===== src/rtl/seg7_pkg.sv =====
// Shared definitions for the BCD seven-segment display back-end.
// Contents: FSM state type, active-low segment table for digits 0-9,
// blank code and digit/iteration counts used by the converter.
package seg7_pkg;

   typedef enum logic [1:0] {
      IDLE    = 2'd0,
      CONVERT = 2'd1,
      LOAD    = 2'd2
   } state_t;

   localparam int NUM_DIGITS = 4;
   localparam int BCD_DIGITS = 5;
   localparam int ITERATIONS = 16;

   localparam logic [6:0] SEG_BLANK = 7'h7F;

   // Active-low segments, bit0=a .. bit6=g, indexed by decimal digit
   localparam logic [6:0] SEG_TABLE [10] = '{
      7'h40, 7'h79, 7'h24, 7'h30, 7'h19,
      7'h12, 7'h02, 7'h78, 7'h00, 7'h10
   };

endpackage


===== src/rtl/seg7_encode.sv =====
// Combinational seven-segment encoder for one decimal digit.
// Ports:
//   i_digit  BCD digit 0-9 (other codes display as blank)
//   i_blank  force the digit off
//   o_seg    active-low segments, bit0=a .. bit6=g
module seg7_encode
   import seg7_pkg::*;
(
   input  logic [3:0] i_digit,
   input  logic       i_blank,
   output logic [6:0] o_seg
);

   always_comb begin
      o_seg = SEG_BLANK;
      if (!i_blank) begin
         for (int i = 0; i < 10; i++) begin
            if (i_digit == 4'(i)) o_seg = SEG_TABLE[i];
         end
      end
   end

endmodule


===== src/rtl/bcd_display_driver.sv =====
// Sequential display back-end: accepts a 16-bit word over valid/ready,
// converts it to BCD with a 16-step shift-add-3 engine and registers the
// four active-low seven-segment digits, holding them until the next load.
// Ports:
//   clk, reset            clock, synchronous active-high reset
//   in_valid/in_data      producer word, consumed when in_ready is high
//   in_ready              high only while idle
//   busy                  conversion (and load) in progress
//   hex3..hex0            active-low segments, hex3 = thousands digit
//   ovf                   last displayed value exceeded 9999
//   shown                 a value has been displayed since reset
module bcd_display_driver
   import seg7_pkg::*;
#(
   parameter int LEADING_BLANK = 1
) (
   input  logic        clk,
   input  logic        reset,
   input  logic        in_valid,
   input  logic [15:0] in_data,
   output logic        in_ready,
   output logic        busy,
   output logic [6:0]  hex3,
   output logic [6:0]  hex2,
   output logic [6:0]  hex1,
   output logic [6:0]  hex0,
   output logic        ovf,
   output logic        shown
);

   state_t      r_state;
   logic [3:0]  r_iter;
   logic [35:0] r_dd;      // {bcd[19:0], shift[15:0]}
   logic [6:0]  r_hex [NUM_DIGITS];
   logic        r_ovf;
   logic        r_shown;
   logic        r_ready;
   logic        r_busy;

   logic [19:0] w_bcd_adj;
   logic [3:0]  w_digit [NUM_DIGITS];
   logic        w_blank [NUM_DIGITS];
   logic [6:0]  w_seg   [NUM_DIGITS];
   logic        w_ovf;

   // Add-3 correction applied to every BCD nibble before the shift
   always_comb begin
      w_bcd_adj = r_dd[35:16];
      for (int i = 0; i < BCD_DIGITS; i++) begin
         if (r_dd[16 + 4*i +: 4] >= 4'd5)
            w_bcd_adj[4*i +: 4] = r_dd[16 + 4*i +: 4] + 4'd3;
      end
   end

   assign w_ovf = (r_dd[35:32] != 4'd0);

   // Leading-zero blanking chains down from the thousands digit and is
   // suppressed entirely on overflow so the mod-10000 value reads in full.
   always_comb begin
      for (int k = 0; k < NUM_DIGITS; k++) w_digit[k] = r_dd[16 + 4*k +: 4];
      w_blank[3] = (LEADING_BLANK != 0) && !w_ovf && (w_digit[3] == 4'd0);
      w_blank[2] = w_blank[3] && (w_digit[2] == 4'd0);
      w_blank[1] = w_blank[2] && (w_digit[1] == 4'd0);
      w_blank[0] = 1'b0;
   end

   for (genvar g = 0; g < NUM_DIGITS; g++) begin : g_enc
      seg7_encode u_enc (
         .i_digit (w_digit[g]),
         .i_blank (w_blank[g]),
         .o_seg   (w_seg[g])
      );
   end

   always_ff @(posedge clk) begin
      if (reset) begin
         r_state <= IDLE;
         r_iter  <= 4'd0;
         r_dd    <= 36'd0;
         for (int k = 0; k < NUM_DIGITS; k++) r_hex[k] <= SEG_BLANK;
         r_ovf   <= 1'b0;
         r_shown <= 1'b0;
         r_ready <= 1'b1;
         r_busy  <= 1'b0;
      end else begin
         case (r_state)
            IDLE: begin
               if (in_valid) begin
                  r_dd    <= {20'd0, in_data};
                  r_iter  <= 4'd0;
                  r_state <= CONVERT;
                  r_ready <= 1'b0;
                  r_busy  <= 1'b1;
               end
            end
            CONVERT: begin
               r_dd   <= {w_bcd_adj, r_dd[15:0]} << 1;
               r_iter <= r_iter + 4'd1;
               if (r_iter == 4'(ITERATIONS - 1)) r_state <= LOAD;
            end
            LOAD: begin
               for (int k = 0; k < NUM_DIGITS; k++) r_hex[k] <= w_seg[k];
               r_ovf   <= w_ovf;
               r_shown <= 1'b1;
               r_state <= IDLE;
               r_ready <= 1'b1;
               r_busy  <= 1'b0;
            end
            default: begin
               r_state <= IDLE;
               r_ready <= 1'b1;
               r_busy  <= 1'b0;
            end
         endcase
      end
   end

   assign in_ready = r_ready;
   assign busy     = r_busy;
   assign hex3     = r_hex[3];
   assign hex2     = r_hex[2];
   assign hex1     = r_hex[1];
   assign hex0     = r_hex[0];
   assign ovf      = r_ovf;
   assign shown    = r_shown;

endmodule


===== config.mk =====
export PLATFORM = sky130hd
export DESIGN_NAME = bcd_display_driver
export DESIGN_NICKNAME = d
export VERILOG_FILES = /design/src/rtl/seg7_pkg.sv /design/src/rtl/seg7_encode.sv /design/src/rtl/bcd_display_driver.sv
export SDC_FILE = /design/constraint.sdc
export NUM_CORES = 1
export LEC_CHECK = 0
export ABC_CLOCK_PERIOD_IN_PS = 1550
export BUFFER_PORTS_ARGS = -buffer_cell sky130_fd_sc_hd__buf_2
export CORE_ASPECT_RATIO = 1.25
export CORE_MARGIN = 2
export CORE_UTILIZATION = 24
export DETAILED_ROUTE_END_ITERATION = 8
export GPL_TIMING_DRIVEN = 0
export MAX_ROUTING_LAYER = met4
export REMOVE_ABC_BUFFERS = 1
export SLEW_MARGIN = 20
export SYNTH_ARGS = -nofsm -noshare
export SYNTH_HDL_FRONTEND = slang
export SYNTH_SLANG_ARGS = --single-unit

===== constraint.sdc =====
create_clock -name clk -period 1.55 [get_ports clk]
set_input_delay 0.155 -clock clk [delete_from_list [all_inputs] [get_ports clk]]
set_output_delay 0.155 -clock clk [all_outputs]
set_load 0.01 [all_outputs]

== After elaboration in Yosys (flattened, before gate mapping) ==
Memories as Yosys holds them, arrays and structs flattened.
Cells that the tools add are included.

* Bits in registers: 46
* Bits in writable memories: 28
* Bits of input ports: 19
* Word-level logic and storage cells: 147
* Memories: 1

{| class="wikitable"
|+ Memory list
! memory !! words !! width !! read ports !! clocked after Yosys merged registers in !! write ports !! line !! text
|-
| r_hex || 4 || 7 || 4 || 0 || 4 || bcd_display_driver.sv:34 || <nowiki>logic [6:0] r_hex [NUM_DIGITS];</nowiki>
|}

* $add $sub $neg: 6
* Magnitude comparators: 5
* Equality and inequality tests: 41
* Multiplexer cells: 68
* Bitwise gates (word level): 5
* Reductions and logical operators: 14

{| class="wikitable"
|+ Operators by type and width
! operator !! number
|-
| $mux W7 || 39
|-
| $pmux W36 S2 || 1
|-
| $eq A4 B3 Y1 const B || 16
|-
| $mux W6 || 8
|-
| $eq A4 B4 Y1 const B || 9
|-
| $mux W36 || 1
|-
| $eq A4 B2 Y1 const B || 8
|-
| $ge A4 B3 Y1 const B || 5
|-
| $mux W4 || 5
|-
| $add A4 B2 Y4 const B || 4
|-
| $eq A4 B1 Y1 const B || 4
|-
| $logic_not A4 Y1 || 4
|-
| $pmux W4 S2 || 1
|-
| $mux W1 || 7
|-
| $reduce_and A2 Y1 || 3
|-
| $add A4 B1 Y4 const B || 1
|-
| $mux W2 || 2
|-
| $ne A2 B2 Y1 const B || 2
|-
| $or A1 B1 Y1 || 4
|-
| $pmux W1 S2 || 2
|-
| $pmux W2 S2 || 1
|-
| $reduce_bool A4 Y1 || 1
|-
| $add A3 B2 Y3 const B || 1
|-
| $logic_and A1 B1 Y1 || 3
|-
| other kinds (7) || 7
|}

== Logic depth before layout (Yosys ltp) ==
* Depth after elaboration: 13
* Mapped depth: 7

== By module ==
Synthesis repeated with hierarchy kept, for this count alone.

* Cells, all modules: 412
* Area total of the unflattened synthesis: 3951.3 um^2

{| class="wikitable"
|+ By module, submodules not included
! module !! times used !! cells each !! area each (um^2) !! sequential area each (um^2)
|-
| bcd_display_driver || 1 || 298 || 3184.3 || 1761.7
|-
| seg7_encode at g_enc[1].u_enc ... || 3 || 29 || 198.9 || 0.0
|-
| seg7_encode at g_enc[0].u_enc || 1 || 27 || 170.2 || 0.0
|}

== Worst setup path before layout ==
OpenSTA, ideal clock, no wires.

* Path type: reg-to-reg
* Start point: register r_dd[29]
* End point: memory r_hex[3][2] (data pin)
* Library setup time: 0.158 ns
* Arrival time: 1.426 ns
* Slack: -0.034 ns
* Cell stages (with the launch flop): 7
* Period minus slack after synthesis: 1.584 ns
* Cell sequence: dfxtp_1 -> inv_1 -> ha_1 -> clkbuf_1 -> or2_2 -> o22a_1 -> o211ai_1

{| class="wikitable"
|+ RTL lines
! element !! line !! text
|-
| start, declared || bcd_display_driver.sv:33 || <nowiki>logic [35:0] r_dd;</nowiki>
|-
| start signal, assigned || bcd_display_driver.sv:89 || <nowiki>r_dd <= {20'd0, in_data};</nowiki>
|-
| start signal, assigned || bcd_display_driver.sv:97 || <nowiki>r_dd <= {w_bcd_adj, r_dd[15:0]} << 1;</nowiki>
|-
| end, declared || bcd_display_driver.sv:34 ||
|}

==> results.py <==
metrics = {
    "pwr": {
        "p_per_area_nw_per_um2": 831.6,
        "p_sw_mw": 1.055,
        "switching_share": 0.2408,
        "seqPwrFrac": 0.476,
        "p_leak_nw": 1.849,
        "internal_power_mw": 3.326,
        "pwr-share-clk": 0.452,
        "ir_worst_vdd_v": 0.0003675,
        "p_comb_frac": 0.072,
    },
    "clock_network": {
        "hold_buffers": 0,
        "path_clk_slew_ns": 0.06,
        "cts_buffers": 9,
        "clockBufferDepth": 2,
        "numClockSinks": 74,
        "clock-root-buffer": "clkbuf_16",
        "htreeDepth": 3,
        "clk_latency_ns": 0.34,
        "cts_tree": "done",
    },
    "routing": {
        "routed-via-count": 3467,
        "drt_iter0_drc": 288,
        "drc": 0,
        "wl_per_cell_um": 12.82,
        "first_pass_iters": 4,
        "route.antenna.remaining_nets": 0,
        "drt-vias-per-instance": 4.654,
        "wl_um": 9552,
    },
    "final_layout": {
        "area_delta_synth_final_pct": 24.78,
        "final_area_sq_um": 5268,
        "drive_gt1_frac": 0.2821,
        "antenna_cells": 0,
        "finalNetCount": 559,
    },
    "global_routing": {
        "grt.total_usage": 0.1092,
        "grt_pass1_wl_um": 15920,
        "grt.overflow.total": 0,
        "grt_pass1_vias": 3259,
        "antenna_found_initial": 0,
        "grt_max_degree": 37,
    },
    "yosys": {
        "synth_cells": 483,
        "synthArstFlopShare": 0,
        "syn_area_sq_um": 4222,
        "ys_seq_elements": 74,
        "synthMuxAreaShare": 0.02193,
        "synthFlopType": "dfxtp_1",
        "synthAdderAreaFrac": 0.07113,
        "synth_compound_area_frac": 0.2134,
        "syn_avg_cell_area_sq_um": 8.740,
        "yosys.cell_types.count": 50,
        "yosys_warnings": 0,
        "synth-edff-count": 28,
        "synthXorXnorAreaFrac": 0.01867,
        "yosys.area_share.simple": 0.2001,
        "synth_top_family_by_area": "compound AO/OA/AOI/OAI gates",
        "seq_area_frac_synth": 0.4173,
    },
    "timing": {
        "skew_ns": 0.007687,
        "rsz0062_at_grt": "true",
        "slew_violations": 0,
        "hold_viol": 0,
        "period_needed_ns": 1.550,
        "tightest_slew_ns": 0.7692,
        "clock.fmax_mhz": 645.1,
        "maxSlewHeadroom": 0.4872,
        "finalCritPeriodShare": 1.000,
        "setup_viol": 1,
        "setup_ws_ns": -0.0001315,
    },
    "worst_setup_path": {
        "worstSetupEndpointType": "flop",
        "critPathLaunchType": "flop",
        "r2r_setup_slack_ns": -0.0001,
        "required_ns": 1.73,
        "worst-setup-path-type": "flop to flop",
        "cp.arrival_ns": 1.73,
        "cp_max_fo": 7,
    },
    "min_path": {
        "hp-class": "primary input to flop",
    },
    "floorplan": {
        "start_util": 0.2431,
        "die_x_um": 122.6,
        "row_count": 54,
        "die_y_um": 152.3,
        "pin_count": 51,
        "die_area_sq_um": 18670,
        "core_sq_um": 17360,
    },
    "run_status": {
        "violations": "setup timing",
        "outcome": "complete, but fails checks",
    },
    "place": {
        "placed_cell_area_sq_um": 4599,
        "dp_hpwl_um": 5879,
        "io_buffer_count": 50,
        "routabilityCongestion": 0.7460,
        "dp_slack_ns": -0.8918,
    },
    "run": {
        "max_cap_viol_count": 0,
    },
}
==> worst max-delay path, cell delays in order, from the launching register on <==
cell	delay, ns
dfxtp_2	0.33
inv_2	0.06
ha_2	0.15
or3b_4	0.39
nor3_4	0.16
buf_12	0.14
a21oi_4	0.07
o211ai_1	0.09
==> state kept, by name (all words and copies together) (netlist names) <==
register / cells
r_dd: 36
r_hex: 28
r_iter: 4
r_state: 2
busy: 1
in_ready: 1
ovf: 1
shown: 1
==> path summary, 6_finish.rpt <==
check        startpoint          end  cells after the start
min          in_data[7]      r_dd[7]                      5
max reg2reg    r_dd[32]  r_hex[1][2]                      7
min reg2reg    in_ready     in_ready                      1
max            r_dd[32]  r_hex[1][2]                      7
==> metal layers <==
metal,track usage,part of all wire,vias to the layer above
met2,0.1741,0.49,56
met1,0.1325,0.47,1620
li1,-,-,1781
met4,0.04433,0.013,0
met5,-,0,-
met3,0.02395,0.028,10
==> cells in the final DEF (no fill, tap or decap), types with 24 or more instances in the layout <==
cell type and count:
nor2_1 70, buf_2 50, nand2_1 29, edfxtp_1 28, dfxtp_1 27, nor3_1 26, o21ai_0 24, a21oi_1 24
==> power groups by stage <==
stage	logic [mW]	registers [mW]	clock network [mW]
6_report	0.315	2.09	1.98
3_5_place_dp	0.287	2.14	0
5_1_grt	0.359	2.09	2.16
3_3_place_gp	0.278	2.14	0
4_1_cts	0.297	2.09	2.05
2_1_floorplan	0.184	2.13	0
==> cells by family (layout without fill, tap and decap cells) <==
| kind of cell | count (synthesis) | after routing |
|---|---|---|
| flip-flops | 74 | 74 |
| AND/OR/NAND/NOR | 179 | 179 |
| adder cells (fa/ha/maj) | 24 | 24 |
| multiplexers | 9 | 9 |
| XOR/XNOR | 9 | 9 |
| AO/OA/AOI/OAI | 133 | 133 |
| buffers and inverters | 55 | 93 |
==> timing repair <==
item                                    CTS  global route
buffers inserted                          7             3
endpoints found under the hold margin     0             0
endpoints found under the setup margin  100            51
pin swaps                                 8            10
resized for setup                        49            38
==> metrics by stage <==
stage	cells	total power, mW	hold slack [ns]	setup TNS (ns)	util
final	745	4.380	0.2262	-0.0001315	0.3034
after global routing	745	4.610	0.2460	-0.6890	0.3034
after CTS	743	4.444	0.2109	-0.3388	0.2915
after detailed placement	721	2.427	0.4488	-48.77	0.2649
after global placement	720	2.419	0.4307	-70.09	0.2636
after floorplan	446	2.317	0.2241	-18.54	-
==> final cells by class <==
type                    count  area [sq um]
clock inverters             5         36.28
inverters                  18         67.56
fillers                  1822         12100
well taps                 224         280.3
flip-flops and latches     74          1798
repair buffers             59         365.4
multi-input cells         354          2477
clock buffers              11         242.7
==> cell usage after synthesis, drive strengths merged (3+ instances only) <==
master   instances  area, sq um
nor2            77        301.5
dfxtp           46        920.9
a21oi           30        157.7
o21ai           30        150.1
nand2           29        108.9
edfxtp          28        840.8
nor3            27        146.4
ha              24        300.3
buf             20        111.4
nand2b          20        132.6
inv             18        67.56
clkbuf          17        63.81
a22o            14        122.6
a2bb2oi         14        122.6
nand3           11        55.05
mux2i            7        70.07
a211oi           6        45.04
nor2b            6        37.54
o211ai           6        45.04
o22ai            6        37.54
xnor2            6        52.55
a22oi            5        37.54
a221o            4        40.04
or2              4        25.02
a21boi           3        22.52
o31ai            3        22.52
xor2             3        26.28
(Power assumes the default switching activity.)
